[config.mk]
export PLATFORM = sky130hd
export DESIGN_NAME = sub_flag_stage
export DESIGN_NICKNAME = d
export VERILOG_FILES = /design/src/rtl/sub_flag_stage_pkg.sv /design/src/rtl/sub_cond_eval.sv /design/src/rtl/sub_flag_stage.sv
export SDC_FILE = /design/constraint.sdc
export NUM_CORES = 1
export LEC_CHECK = 0
export ABC_AREA = 1
export BUFFER_PORTS_ARGS = -buffer_cell sky130_fd_sc_hd__buf_2
export CORE_ASPECT_RATIO = 0.9
export CORE_MARGIN = 2
export CORE_UTILIZATION = 40
export DETAILED_ROUTE_END_ITERATION = 10
export PLACE_DENSITY_LB_ADDON = 0.25
export SLEW_MARGIN = 20
export SYNTH_ARGS = -nofsm -noshare
export SYNTH_HDL_FRONTEND = slang
export SYNTH_SLANG_ARGS = --single-unit
[constraint.sdc]
create_clock -name clk -period 4.16 [get_ports clk]
set_input_delay 0.832 -clock clk [delete_from_list [all_inputs] [get_ports clk]]
set_output_delay 0.832 -clock clk [all_outputs]
set_load 0.01 [all_outputs]
[src/rtl/sub_flag_stage_pkg.sv]
// Shared definitions for the subtractor flag stage and the branch unit:
// status layout, flag bit positions and the 16 condition codes.
package sub_flag_stage_pkg;

  // Status / flag register width and bit positions ({V,C,N,Z}).
  localparam int ST_W   = 4;
  localparam int FLAG_Z = 0;
  localparam int FLAG_N = 1;
  localparam int FLAG_C = 2;
  localparam int FLAG_V = 3;

  // Condition-code encodings. Codes 11..15 all mean "never".
  localparam logic [3:0] COND_EQ  = 4'd0;
  localparam logic [3:0] COND_NE  = 4'd1;
  localparam logic [3:0] COND_LTU = 4'd2;
  localparam logic [3:0] COND_GEU = 4'd3;
  localparam logic [3:0] COND_LT  = 4'd4;
  localparam logic [3:0] COND_GE  = 4'd5;
  localparam logic [3:0] COND_MI  = 4'd6;
  localparam logic [3:0] COND_VS  = 4'd7;
  localparam logic [3:0] COND_AL  = 4'd8;
  localparam logic [3:0] COND_GT  = 4'd9;
  localparam logic [3:0] COND_LE  = 4'd10;
  localparam logic [3:0] COND_NV  = 4'd11;

endpackage

[src/rtl/sub_cond_eval.sv]
// Combinational branch-condition evaluator: flags + condition code -> taken.
// Shared with the branch unit, so it carries no state.
module sub_cond_eval
  import sub_flag_stage_pkg::*;
(
  input  logic [ST_W-1:0] i_flags,
  input  logic [3:0]      i_cond,
  output logic            o_taken
);

  logic w_z;
  logic w_n;
  logic w_c;
  logic w_v;
  logic w_lt;

  assign w_z  = i_flags[FLAG_Z];
  assign w_n  = i_flags[FLAG_N];
  assign w_c  = i_flags[FLAG_C];
  assign w_v  = i_flags[FLAG_V];
  // Signed less-than after a subtract: sign disagrees with overflow.
  assign w_lt = w_n ^ w_v;

  // Decode the condition code against the current flags.
  always_comb begin
    o_taken = 1'b0;
    case (i_cond)
      COND_EQ:  o_taken = w_z;
      COND_NE:  o_taken = ~w_z;
      COND_LTU: o_taken = w_c;
      COND_GEU: o_taken = ~w_c;
      COND_LT:  o_taken = w_lt;
      COND_GE:  o_taken = ~w_lt;
      COND_MI:  o_taken = w_n;
      COND_VS:  o_taken = w_v;
      COND_AL:  o_taken = 1'b1;
      COND_GT:  o_taken = ~w_z & ~w_lt;
      COND_LE:  o_taken = w_z | w_lt;
      default:  o_taken = 1'b0;
    endcase
  end

endmodule

[src/rtl/sub_flag_stage.sv]
// Pipeline stage after the 8-bit subtractor: registers the result for
// writeback, owns the architectural flag register, resolves branch
// conditions against it, and tracks overflow events (sticky + counter).
module sub_flag_stage
  import sub_flag_stage_pkg::*;
#(
  parameter int WIDTH = 8,
  parameter int RD_W  = 3,
  parameter int CNT_W = 8
) (
  input  logic             clk,
  input  logic             rst,
  input  logic             flush,
  input  logic             in_valid,
  output logic             in_ready,
  input  logic [WIDTH-1:0] in_res,
  input  logic [ST_W-1:0]  in_st,
  input  logic             in_setf,
  input  logic             in_branch,
  input  logic [3:0]       in_cond,
  input  logic [RD_W-1:0]  in_rd,
  output logic             out_valid,
  input  logic             out_ready,
  output logic [WIDTH-1:0] out_res,
  output logic [RD_W-1:0]  out_rd,
  output logic             out_wen,
  output logic             out_taken,
  output logic [ST_W-1:0]  flags,
  input  logic             clr_ovf,
  output logic             ovf_sticky,
  output logic [CNT_W-1:0] ovf_count
);

  localparam logic [CNT_W-1:0] CNT_MAX = {CNT_W{1'b1}};
  localparam logic [CNT_W-1:0] CNT_ONE = CNT_W'(1);

  logic             r_out_valid;
  logic [WIDTH-1:0] r_out_res;
  logic [RD_W-1:0]  r_out_rd;
  logic             r_out_wen;
  logic             r_out_taken;
  logic [ST_W-1:0]  r_flags;
  logic             r_ovf_sticky;
  logic [CNT_W-1:0] r_ovf_count;

  logic w_in_ready;
  logic w_accept;
  logic w_cond_taken;
  logic w_ovf_event;

  // A held beat blocks acceptance unless writeback takes it this cycle;
  // flush blocks acceptance outright.
  assign w_in_ready  = ~flush & (~r_out_valid | out_ready);
  assign w_accept    = in_valid & w_in_ready;
  assign w_ovf_event = w_accept & in_setf & in_st[FLAG_V];

  // Branch conditions see the flags as they were before this beat, even
  // when the same beat also updates them.
  sub_cond_eval u_cond_eval (
    .i_flags (r_flags),
    .i_cond  (in_cond),
    .o_taken (w_cond_taken)
  );

  // Output pipeline register: load on accept, drop on handoff or flush,
  // otherwise hold everything stable.
  always_ff @(posedge clk) begin
    if (rst) begin
      r_out_valid <= 1'b0;
      r_out_res   <= '0;
      r_out_rd    <= '0;
      r_out_wen   <= 1'b0;
      r_out_taken <= 1'b0;
    end else if (w_accept) begin
      r_out_valid <= 1'b1;
      r_out_res   <= in_res;
      r_out_rd    <= in_rd;
      r_out_wen   <= ~in_branch;
      r_out_taken <= in_branch & w_cond_taken;
    end else if (flush | out_ready) begin
      r_out_valid <= 1'b0;
    end
  end

  // Architectural flag register; flush never rolls it back.
  always_ff @(posedge clk) begin
    if (rst) begin
      r_flags <= '0;
    end else if (w_accept && in_setf) begin
      r_flags <= in_st;
    end
  end

  // Sticky overflow and saturating event counter; an event in the same
  // cycle as a clear restarts the count at one.
  always_ff @(posedge clk) begin
    if (rst) begin
      r_ovf_sticky <= 1'b0;
      r_ovf_count  <= '0;
    end else if (w_ovf_event) begin
      r_ovf_sticky <= 1'b1;
      if (clr_ovf) begin
        r_ovf_count <= CNT_ONE;
      end else if (r_ovf_count != CNT_MAX) begin
        r_ovf_count <= r_ovf_count + CNT_ONE;
      end
    end else if (clr_ovf) begin
      r_ovf_sticky <= 1'b0;
      r_ovf_count  <= '0;
    end
  end

  assign in_ready   = w_in_ready;
  assign out_valid  = r_out_valid;
  assign out_res    = r_out_res;
  assign out_rd     = r_out_rd;
  assign out_wen    = r_out_wen;
  assign out_taken  = r_out_taken;
  assign flags      = r_flags;
  assign ovf_sticky = r_ovf_sticky;
  assign ovf_count  = r_ovf_count;

endmodule

Word level (Yosys, flattened, before mapping):

Index checks and enable logic that the tools add are counted.

* register bits after elaboration: 27
* input bits: 27
* output and inout port bits: 28
* word-level logic and storage cells: 51

* add/sub/neg operators: 1
* equality and inequality tests: 11
* reduce and logical (&&, ||, !) cells: 6
* muxes and demuxes: 9
* bitwise logic cells: 16

Operator list (count)
* 8-bit two-way mux: 4
* 4-bit by 3-bit == test with 1-bit output (second input constant): 4
* 4-bit == test (second input constant): 3
* 1-bit case mux with 11 select lines: 1
* 8-bit by 1-bit adder with 8-bit output (second input constant): 1
* 4-bit by 2-bit == test with 1-bit output (second input constant): 2
* 8-bit != test (second input constant): 1
* 1-bit AND: 6
* 1-bit inverter: 6
* 2-bit nonzero test: 3
* 4-bit by 1-bit == test with 1-bit output (second input constant): 1
* 4-bit zero test: 1
* 1-bit two-way mux: 4
* 1-bit OR: 3
* 2-bit AND reduction: 1
* 1-bit logical AND: 1
* 1-bit XOR: 1

Logic depth before layout (Yosys ltp):

Gate-level depths: netlist of the first run.

* depth in word-level cells: 8
* depth in mapped cells: 9
* gate-level depth less buffers: 9

Hierarchy:

Synthesis of the first run repeated with hierarchy kept, for this count alone.

* cells, all modules: 217
* area total of the unflattened synthesis: 1407.6 sq um

Modules (own cells, without submodules)
* sub_flag_stage: sequential area each 540.5 sq um, cells each 168, times used 1, area an instance 1206.2 sq um
* sub_cond_eval: sequential area each 0.0 sq um, cells each 49, times used 1, area an instance 201.4 sq um

Least setup slack after synthesis of the first run:

No wires, ideal clock.

* kind: in2out
* from: input out_ready
* to: output in_ready
* path buffers: 1
* stages: 3
* required time: 3328 ps
* arrival: 1353 ps
* path slack: 1975 ps
* cell sequence: inv_1 > a21oi_1 > buf_2

* cells in the longest elaborated chain, start to end: 2

Ends and longest elaborated chain
* from (decl): RTL line sub_flag_stage.sv:23 `input logic out_ready,`
* 1-bit OR: RTL line sub_flag_stage.sv:53 `assign w_in_ready = ~flush & (~r_out_valid | out_ready);`
* 1-bit AND: RTL line sub_flag_stage.sv:53
* to (decl): RTL line sub_flag_stage.sv:15 `output logic in_ready,`

No other way between the ends.

Final worst setup path of the first run:

Same ends and word-level chain as after synthesis.

==> results of run 1 <==
-- through the flow --
| step | utilization | cells |
|---|---|---|
| 6_report | 0.540 | 291 |
| 5_1_grt | 0.540 | 291 |
| 4_1_cts | 0.540 | 291 |
| 3_5_place_dp | 0.525 | 287 |
| 3_3_place_gp | 0.525 | 287 |
| 2_1_floorplan | - | 195 |
-- power groups by stage --
stage	clock (mW)	combinational [mW]	sequential, mW
after floorplan	0	0.0405	0.281
after global placement	0	0.0761	0.278
after detailed placement	0	0.0763	0.278
after CTS	0.152	0.0767	0.272
after global routing	0.163	0.0857	0.273
final	0.147	0.0760	0.272
-- how the worst max path moves through the flow --
stage / from / cells after the start / slack [ns] / endpoint
3_5_place_dp: out_ready / 5 / 1.90 / in_ready
4_1_cts: out_ready / 5 / 1.90 / in_ready
6_report: out_ready / 5 / 1.89 / in_ready
3_3_place_gp: out_ready / 5 / 1.91 / in_ready
2_1_floorplan: out_ready / 3 / 1.97 / in_ready
5_1_grt: out_ready / 5 / 1.86 / in_ready
-- registers in the layout, summed over array words and instances, names as in the netlist --
register / count
out_wen: 1
out_taken: 1
out_rd: 3
out_valid: 1
ovf_sticky: 1
out_res: 8
ovf_count: 8
flags: 4
-- Yosys cell counts --
library cell                n
sky130_fd_sc_hd__nand2_4    2
sky130_fd_sc_hd__nor3_1     4
sky130_fd_sc_hd__ha_1       1
sky130_fd_sc_hd__inv_1     20
sky130_fd_sc_hd__nor2_8     1
sky130_fd_sc_hd__dfxtp_1   27
sky130_fd_sc_hd__buf_2      2
sky130_fd_sc_hd__nand4_4    1
sky130_fd_sc_hd__a21oi_1   29
sky130_fd_sc_hd__and3_1     1
sky130_fd_sc_hd__a31oi_1    1
sky130_fd_sc_hd__o21ai_0    8
sky130_fd_sc_hd__clkbuf_1   3
sky130_fd_sc_hd__nand3_1   27
sky130_fd_sc_hd__nand2_1   49
sky130_fd_sc_hd__nand4_1    2
sky130_fd_sc_hd__nor2_1    17
-- worst max-delay path: cells and delay by family --
kind | cells | cell delay (ns)
AOI/OAI and AO/OA | 1 | 0.12
buffers and inverters | 4 | 0.47
-- area by class of cell --
| cell class | instances | share of cell area |
|---|---|---|
| Multi-Input combinational cell | 143 | 0.410 |
| Sequential cell | 27 | 0.321 |
| Timing Repair Buffer | 55 | 0.165 |
| Inverter | 20 | 0.0446 |
| Tap cell | 42 | 0.0313 |
| Clock buffer | 3 | 0.0246 |
| Clock inverter | 1 | 0.00298 |
-- metal layers --
| metal | GRT usage | vias up | part of all wire | wire length (µm) |
|---|---|---|---|---|
| li1 | - | 750 | - | - |
| met1 | 0.230 | 598 | 0.49 | 1500 |
| met2 | 0.283 | 39 | 0.44 | 1360 |
| met3 | 0.0478 | 2 | 0.066 | 203 |
| met4 | 0.0365 | 0 | 0.0049 | 15 |
| met5 | 0 | - | 0 | 0 |
-- kinds of logic (layout without fill, tap and decap cells) --
logic type / Yosys count / after routing
flip-flops: 27 / 27
adder cells (fa/ha/maj): 1 / 1
buffers and inverters: 25 / 79
AO/OA/AOI/OAI: 38 / 38
AND/OR/NAND/NOR: 104 / 104
-- placed cells by master, fill, tap and decap left out --
master                      n
sky130_fd_sc_hd__buf_2     54
sky130_fd_sc_hd__nand4_1    2
sky130_fd_sc_hd__clkbuf_8   3
sky130_fd_sc_hd__nand2_1   49
sky130_fd_sc_hd__nand3_1   27
sky130_fd_sc_hd__and3_1     1
sky130_fd_sc_hd__ha_1       1
sky130_fd_sc_hd__clkinv_2   1
sky130_fd_sc_hd__nor2_1    17
sky130_fd_sc_hd__o21ai_0    8
sky130_fd_sc_hd__a31oi_1    1
sky130_fd_sc_hd__a21oi_1   29
sky130_fd_sc_hd__inv_1     20
sky130_fd_sc_hd__dfxtp_1   27
sky130_fd_sc_hd__nand4_4    1
sky130_fd_sc_hd__nand2_4    2
sky130_fd_sc_hd__buf_4      1
sky130_fd_sc_hd__nor2_8     1
sky130_fd_sc_hd__nor3_1     4
==> flow_metrics.env, run 1 <==
export IMPL_run_status="completed"
export IMPL_worst_hold_path_endpoint="out_res[4]$_SDFFE_PP0N_"
export IMPL_critPathKind="input pin to output port"
export IMPL_critical_path_reg2reg_endpoint="ovf_count[3]$_SDFFE_PP0P_"
export IMPL_grt_max_degree=21
export IMPL_leakagePower_nw=0.797
export IMPL_worst_slew_margin_rel=0.704
export IMPL_first_global_vias=1216
export IMPL_holdPathStages=2
export IMPL_synth_lib_cells_used_distinct=17
export IMPL_first_pass_iters=4
export IMPL_synth_top_area_cell="sky130_fd_sc_hd__dfxtp_1"
export IMPL_synthToLayoutAreaGrowth_pct=26.8
export IMPL_synth_sequential_area_ratio=0.408
export IMPL_antenna_violating_nets_post_route=0
export IMPL_final_period_utilization=0.546
export IMPL_via_per_inst=4.77
export IMPL_gpl_final_weighted_congestion=0.835
export IMPL_place_detailed_hpwl_mm=2.37
export IMPL_worstHoldStart="out_res[4]$_SDFFE_PP0N_"
export IMPL_drc=0
export IMPL_timing_final_ws_setup_ns=1.89
export IMPL_syn_num_nets=223
export IMPL_finalHoldViolations=0
export IMPL_first_iter_violations=130
export IMPL_pint_mw=0.363
export IMPL_path_clk_slew_ns=0.09
export IMPL_max_cap_viol_count=0
export IMPL_finalInstanceArea_um2=1680
export IMPL_post_cts_resize_count=0
export IMPL_fraction_of_the_mapped_netlist_area_in_compound_gates=0.144
export IMPL_highest_fanout_seen_on_the_critical_path=14
export IMPL_clock_skew_final_ns=0.00155
export IMPL_share_clk_of_total_power=0.297
export IMPL_cts_buffers=3
export IMPL_max_stage_delay_ns=0.20
export IMPL_timing_critical_path_from_type="input pin"
export IMPL_critical_path_arrival_ns=1.44
export IMPL_drive_above_1_share=0.253
export IMPL_route_vias_total=1389
export IMPL_post_synth_inst_count=195
export IMPL_detail_route_wirelength_mm=3.07
export IMPL_powerDensity_nw_per_um2=294
export IMPL_switching_power_mw=0.131
export IMPL_crit_path_end_kind="output port"
export IMPL_max_freq_ghz=0.441
export IMPL_synth_area_um2=1330
export IMPL_synth_simple_gate_area_share=0.366
export IMPL_grt_first_pass_wirelength_mm=5.19
export IMPL_final_setup_viol_count=0
export IMPL_synth_top_family_by_area="simple AND/OR/NAND/NOR gates"
export IMPL_global_route_overflow_total=0
export IMPL_detailedPlace_worstSlack_ns=1.90
export IMPL_worst_r2r_cell_count=8
export IMPL_groute_usage_overall=0.172
export IMPL_synth_xor_xnor_area_share=0
export IMPL_clock_tree_from_tritoncts="built"
export IMPL_ctsHoldBuffers=0
export IMPL_ioPinCount=55
export IMPL_yosys_register_bits=27
export IMPL_seqPwrFrac=0.549
export IMPL_antenna_found_initial=0
export IMPL_power_frac_comb=0.154
export IMPL_finalHoldWorstSlack_ns=0.467
export IMPL_insertion_delay_ns=0.27
export IMPL_average_cell_area_after_synthesis_um2=6.80
export IMPL_cts_max_level=1
export IMPL_area_sequential_um2=541
export IMPL_post_dp_cell_area_um2=1640
export IMPL_die_h_um=58.6
export IMPL_floorplan_die_width_um=64.7
export IMPL_multi_input_comb_area_um2=689
export IMPL_swShare=0.265
export IMPL_timing_hold_worst_class="flip-flop to flip-flop"
export IMPL_cts_root_buf="sky130_fd_sc_hd__clkbuf_8"
export IMPL_synth_adder_area_share=0.00943
export IMPL_regToRegSetupSlack_ns=2.60
export IMPL_maximum_resistive_drop_on_vdd_mv=0.261
export IMPL_fin_tns_setup_ns=0
export IMPL_critPathMostFrequentCell="sky130_fd_sc_hd__buf_2"
export IMPL_clock_sinks=27
export IMPL_count_of_inserted_antenna_diode_cells=0
export IMPL_synth_mux_area_frac=0
export IMPL_tightestPinTransition_ns=0.443
export IMPL_critical_path_required_ns=3.33
export IMPL_start_util=0.426
export IMPL_critical_path_slowest_cell="sky130_fd_sc_hd__buf_4"
export IMPL_num_nets_final=278
export IMPL_timing_rr_start="ovf_count[0]$_SDFFE_PP0P_"
export IMPL_final_critical_delay_including_setup_and_external_delays_ns=2.27
export IMPL_post_cts_repair_setup_buffers=0
export IMPL_drv_slew=0
export IMPL_clock_tree_buffer_depth=2
export IMPL_floorplan_core_area_um2=3110
export IMPL_synth_top_area_share=0.408
export IMPL_drt_wirelength_per_cell_um=10.6
export IMPL_synth_yosys_warnings=0
export IMPL_synth_area_top_cells="sky130_fd_sc_hd__dfxtp_1 (41%), sky130_fd_sc_hd__nand2_1 (14%), sky130_fd_sc_hd__a21oi_1 (11%), sky130_fd_sc_hd__nand3_1 (10%), sky130_fd_sc_hd__inv_1 (5.7%)"
export IMPL_fp_dieArea_um2=3790
export IMPL_std_cell_rows=19
export IMPL_rsz0062_at_grt="no"
export IMPL_filler_cell_count=333
export IMPL_path_cells="buf_2, inv_1, a21oi_1, buf_4, buf_2"
export IMPL_io_buffer_count=54
export IMPL_finalPower_mw=0.495
(Power assumes the default switching activity.)
==> run 2, diff against run 1 <==
Clock period 4.16 ns to 2 ns, I/O delays scaled along.
==> run 2 against run 1 <==
Against the previous run:
- die area unchanged
- clock skew up 0.0032 ns
- clock power up 110%
- cell area up 0.45%
- register-to-register slack worse by 2.2 ns
- sequential cell count unchanged
- count of clock-buffer cells in the layout unchanged
- worst hold slack worse by 0.15 ns
- combinational power up 110%
- largest power group unchanged
- highest routed layer unchanged
==> flow_metrics.env, run 2 (synthesis gave the netlist of run 1 again) <==
export IMPL_fp_dieArea_um2=3790
export IMPL_first_iter_violations=93
export IMPL_highest_fanout_seen_on_the_critical_path=6
export IMPL_final_period_utilization=0.828
export IMPL_grt_max_degree=21
export IMPL_critical_path_required_ns=1.60
export IMPL_critPathKind="flip-flop to output port"
export IMPL_filler_cell_count=320
export IMPL_path_clk_slew_ns=0.09
export IMPL_clock_skew_final_ns=0.00472
export IMPL_detailedPlace_worstSlack_ns=0.362
export IMPL_drt_wirelength_per_cell_um=10.9
export IMPL_route_vias_total=1437
export IMPL_timing_final_ws_setup_ns=0.344
export IMPL_run_status="completed"
export IMPL_cts_max_level=1
export IMPL_worstHoldStart="flush"
export IMPL_timing_rr_start="ovf_count[0]$_SDFFE_PP0P_"
export IMPL_gpl_final_weighted_congestion=0.829
export IMPL_clock_sinks=27
export IMPL_drive_above_1_share=0.256
export IMPL_critical_path_arrival_ns=1.26
export IMPL_io_buffer_count=54
export IMPL_maximum_resistive_drop_on_vdd_mv=0.472
export IMPL_insertion_delay_ns=0.27
export IMPL_cts_buffers=3
export IMPL_worst_r2r_cell_count=8
export IMPL_post_cts_resize_count=0
export IMPL_regToRegSetupSlack_ns=0.41
export IMPL_num_nets_final=279
export IMPL_antenna_violating_nets_post_route=0
export IMPL_leakagePower_nw=0.801
export IMPL_first_global_vias=1172
export IMPL_timing_hold_worst_class="input pin to flip-flop"
export IMPL_first_pass_iters=4
export IMPL_grt_first_pass_wirelength_mm=5.18
export IMPL_synthToLayoutAreaGrowth_pct=27.4
export IMPL_post_dp_cell_area_um2=1640
export IMPL_count_of_inserted_antenna_diode_cells=0
export IMPL_start_util=0.426
export IMPL_ioPinCount=55
export IMPL_worst_hold_path_endpoint="out_valid$_SDFFE_PP0P_"
export IMPL_std_cell_rows=19
export IMPL_critical_path_reg2reg_endpoint="ovf_count[6]$_SDFFE_PP0P_"
export IMPL_max_freq_ghz=0.604
export IMPL_global_route_overflow_total=0
export IMPL_final_setup_viol_count=0
export IMPL_finalPower_mw=1.03
export IMPL_worst_slew_margin_rel=0.687
export IMPL_clock_tree_from_tritoncts="built"
export IMPL_post_cts_repair_setup_buffers=0
export IMPL_floorplan_die_width_um=64.7
export IMPL_layout_cells_most_common="sky130_fd_sc_hd__buf_2"
export IMPL_rsz0062_at_grt="no"
export IMPL_most_common_layout_cells="sky130_fd_sc_hd__buf_2 (54), sky130_fd_sc_hd__nand2_1 (49), sky130_fd_sc_hd__a21oi_1 (29), sky130_fd_sc_hd__nand3_1 (27), sky130_fd_sc_hd__dfxtp_1 (27)"
export IMPL_finalHoldViolations=0
export IMPL_ctsHoldBuffers=0
export IMPL_die_h_um=58.6
export IMPL_max_cap_viol_count=0
export IMPL_drv_slew=0
export IMPL_powerDensity_nw_per_um2=611
export IMPL_via_per_inst=4.92
export IMPL_clock_tree_buffer_depth=2
export IMPL_detail_route_wirelength_mm=3.20
export IMPL_floorplan_core_area_um2=3110
export IMPL_finalInstanceArea_um2=1690
export IMPL_place_detailed_hpwl_mm=2.44
export IMPL_antenna_found_initial=0
export IMPL_finish_utilization=0.542
export IMPL_worst_setup_path_startpoint="out_valid$_SDFFE_PP0P_"
export IMPL_groute_usage_overall=0.172
export IMPL_holdPathStages=2
export IMPL_cts_root_buf="sky130_fd_sc_hd__clkbuf_8"
export IMPL_drc=0
export IMPL_tightestPinTransition_ns=0.470
export IMPL_crit_path_end_kind="output port"
export IMPL_timing_critical_path_from_type="flip-flop"
export IMPL_final_critical_delay_including_setup_and_external_delays_ns=1.66
export IMPL_fin_tns_setup_ns=0
==> run 2: cell count changes in the layout (fill, tap and decap cells not counted), sizes merged <==
cell and change:
buf +1
==> run 2: through the flow <==
| step | cells | hold slack, ns |
|---|---|---|
| after floorplan | 195 | 0.479 |
| after global placement | 288 | 0.445 |
| after detailed placement | 288 | 0.451 |
| after CTS | 292 | 0.314 |
| after global routing | 292 | 0.312 |
| final | 292 | 0.322 |
==> run 2: worst max-delay path, stage by stage (launching register included) <==
cell	delay [ns]
sky130_fd_sc_hd__dfxtp_1	0.34
sky130_fd_sc_hd__a21oi_1	0.42
sky130_fd_sc_hd__buf_2	0.23
==> run 2: worst max-delay path by stage <==
stage,to,depth (start not counted)
final,in_ready,2
after global routing,in_ready,2
after CTS,in_ready,2
after detailed placement,out_rd[0]$_SDFFE_PP0N_,7
after global placement,ovf_count[7]$_SDFFE_PP0P_,7
after floorplan,ovf_count[5]$_SDFFE_PP0P_,8
==> run 2: power by group <==
part           leakage, nW  switching, mW  internal [mW]  total [mW]
clock               0.0255          0.167          0.139       0.306
sequential           0.220         0.0112          0.555       0.566
combinational        0.556         0.0977         0.0633       0.161
==> run 2: layer usage <==
layer  GRT usage  share of wire  vias to the layer above
li1            -              -                      753
met1       0.237           0.50                      628
met5           0              0                        -
met4      0.0274         0.0050                        0
met2       0.274           0.43                       54
met3      0.0497          0.070                        2
==> run 2: cell type report <==
cell class,count,area [µm²],share of cell area
Timing Repair Buffer,56,285,0.169
Clock buffer,3,41.3,0.0244
Inverter,20,75.1,0.0444
Multi-Input combinational cell,143,689,0.408
Sequential cell,27,541,0.320
Clock inverter,1,5.00,0.00296
Tap cell,42,52.6,0.0311
==> run 3, diff against run 2 <==
Clock period 2 ns to 1.35 ns, I/O delays scaled along.
==> run 3 against run 2 <==
Against the previous run:
- die area did not move
- worst setup slack worse by 0.33 ns
- combinational power increased by 62%
- non-clock buffer count grew 16
- largest cell class unchanged
- sequential power rose by 48%
- first-iteration DRC count fell by 17%
- wire length grew 9.8%
- largest power group unchanged
- clock skew up 0.00062 ns
- critical path type unchanged
==> flow_metrics.env, run 3 (synthesis gave the netlist of run 1 again) <==
export IMPL_maximum_resistive_drop_on_vdd_mv=0.723
export IMPL_clock_sinks=27
export IMPL_critPathKind="flip-flop to output port"
export IMPL_switching_power_mw=0.413
export IMPL_swShare=0.265
export IMPL_std_cell_rows=19
export IMPL_rsz0062_at_grt="yes"
export IMPL_finalPower_mw=1.56
export IMPL_die_h_um=58.6
export IMPL_clock_tree_from_tritoncts="built"
export IMPL_global_route_overflow_total=0
export IMPL_worst_slew_margin_rel=0.769
export IMPL_place_detailed_hpwl_mm=2.60
export IMPL_max_freq_ghz=0.751
export IMPL_tightestPinTransition_ns=0.346
export IMPL_final_setup_viol_count=0
export IMPL_antenna_found_initial=0
export IMPL_pint_mw=1.14
export IMPL_critical_path_required_ns=1.08
export IMPL_finalInstanceArea_um2=1890
export IMPL_power_frac_comb=0.168
export IMPL_crit_path_end_kind="output port"
export IMPL_first_global_vias=1389
export IMPL_powerDensity_nw_per_um2=825
export IMPL_finish_utilization=0.605
export IMPL_gpl_final_weighted_congestion=0.813
export IMPL_num_nets_final=295
export IMPL_drive_above_1_share=0.365
export IMPL_filler_cell_count=324
export IMPL_drt_wirelength_per_cell_um=11.4
export IMPL_final_critical_delay_including_setup_and_external_delays_ns=1.33
export IMPL_post_dp_cell_area_um2=1740
export IMPL_via_per_inst=4.86
export IMPL_floorplan_core_area_um2=3110
export IMPL_detail_route_wirelength_mm=3.51
export IMPL_start_util=0.426
export IMPL_cts_buffers=3
export IMPL_fin_tns_setup_ns=0
export IMPL_highest_fanout_seen_on_the_critical_path=4
export IMPL_layout_cells_most_common="sky130_fd_sc_hd__buf_2"
export IMPL_clock_skew_final_ns=0.00534
export IMPL_drv_slew=0
export IMPL_path_clk_slew_ns=0.09
export IMPL_timing_critical_path_from_type="flip-flop"
export IMPL_final_period_utilization=0.987
export IMPL_cts_root_buf="sky130_fd_sc_hd__clkbuf_8"
export IMPL_count_of_inserted_antenna_diode_cells=0
export IMPL_io_buffer_count=54
export IMPL_grt_max_degree=15
export IMPL_cts_max_level=1
export IMPL_fp_dieArea_um2=3790
export IMPL_antenna_violating_nets_post_route=0
export IMPL_first_iter_violations=77
export IMPL_run_status="completed"
export IMPL_finalHoldViolations=0
export IMPL_synthToLayoutAreaGrowth_pct=42.2
export IMPL_seqPwrFrac=0.539
export IMPL_floorplan_die_width_um=64.7
export IMPL_share_clk_of_total_power=0.293
export IMPL_most_common_layout_cells="sky130_fd_sc_hd__buf_2 (54), sky130_fd_sc_hd__nand2_1 (45), sky130_fd_sc_hd__nand3_1 (27), sky130_fd_sc_hd__a21oi_1 (24), sky130_fd_sc_hd__dfxtp_1 (24)"
export IMPL_ioPinCount=55
export IMPL_grt_first_pass_wirelength_mm=5.62
export IMPL_insertion_delay_ns=0.27
export IMPL_timing_hold_worst_class="input pin to flip-flop"
export IMPL_critical_path_arrival_ns=1.06
export IMPL_max_cap_viol_count=0
export IMPL_route_vias_total=1497
export IMPL_first_pass_iters=4
export IMPL_clock_tree_buffer_depth=2
export IMPL_leakagePower_nw=0.884
export IMPL_groute_usage_overall=0.186
export IMPL_drc=0
[run 3: changes by cell type in the layout (fill, tap and decap cells not counted), moves of 2 or more]
| cell | delta |
|---|---|
| sky130_fd_sc_hd__nor3_1 | -2 |
| sky130_fd_sc_hd__nor3_2 | +2 |
| sky130_fd_sc_hd__nand2_2 | +4 |
| sky130_fd_sc_hd__a21oi_1 | -5 |
| sky130_fd_sc_hd__buf_4 | +16 |
| sky130_fd_sc_hd__a21oi_2 | +5 |
| sky130_fd_sc_hd__dfxtp_2 | +3 |
| sky130_fd_sc_hd__nand2_1 | -4 |
| sky130_fd_sc_hd__dfxtp_1 | -3 |
| sky130_fd_sc_hd__nor2_1 | -2 |
[run 3: power groups by stage]
stage	Clock, mW	Sequential, mW	Combinational, mW
detailed placement	0	0.855	0.248
finish	0.456	0.839	0.261
global route	0.502	0.842	0.293
CTS	0.464	0.837	0.252
global placement	0	0.856	0.246
floorplan	0	0.867	0.125
[run 3: repair_timing]
item,CTS,global route
setup buffers,1,2
setup endpoints to repair,5,9
hold buffers,0,0
pin swaps,0,5
resized for setup,2,18
[run 3: cell type report]
cell class              count  area [µm²]  area share
clock buffers               4        45.0      0.0239
inverters                  20        75.1      0.0398
multi-input cells         143         763       0.405
flip-flops and latches     27         544       0.289
well taps                  42        52.6      0.0279
repair buffers             72         405       0.215
[run 3: per-layer routing]
| layer | track usage | wire length (µm) |
|---|---|---|
| met3 | 0.0516 | 204 |
| met2 | 0.308 | 1620 |
| met4 | 0.0547 | 36 |
| met5 | 0 | 0 |
| met1 | 0.239 | 1650 |
[run 3: per-stage QoR]
| stage | worst slack, ns | hold slack [ns] | cells |
|---|---|---|---|
| 6_report | 0.0178 | 0.205 | 308 |
| 3_5_place_dp | -0.0298 | 0.451 | 301 |
| 5_1_grt | -0.105 | 0.217 | 308 |
| 3_3_place_gp | 0.0114 | 0.446 | 301 |
| 2_1_floorplan | 0.0114 | 0.349 | 195 |
| 4_1_cts | 0.00460 | 0.177 | 306 |
[run 3: worst paths after layout]
check	startpoint	endpoint	slack (ns)	cells past startpoint
worst max register to register	ovf_count[5]$_SDFFE_PP0P_	ovf_count[2]$_SDFFE_PP0P_	0.03	7
worst max-delay path	out_valid$_SDFFE_PP0P_	in_ready	0.02	3
worst min register to register	out_res[2]$_SDFFE_PP0N_	out_res[2]$_SDFFE_PP0N_	0.46	2
worst min-delay path	flush	out_valid$_SDFFE_PP0P_	0.20	2
[run 3: critical path: stages, from the launching register on]
cell                      delay [ns]
sky130_fd_sc_hd__dfxtp_2        0.36
sky130_fd_sc_hd__a21oi_2        0.17
sky130_fd_sc_hd__buf_4          0.14
sky130_fd_sc_hd__buf_2          0.12
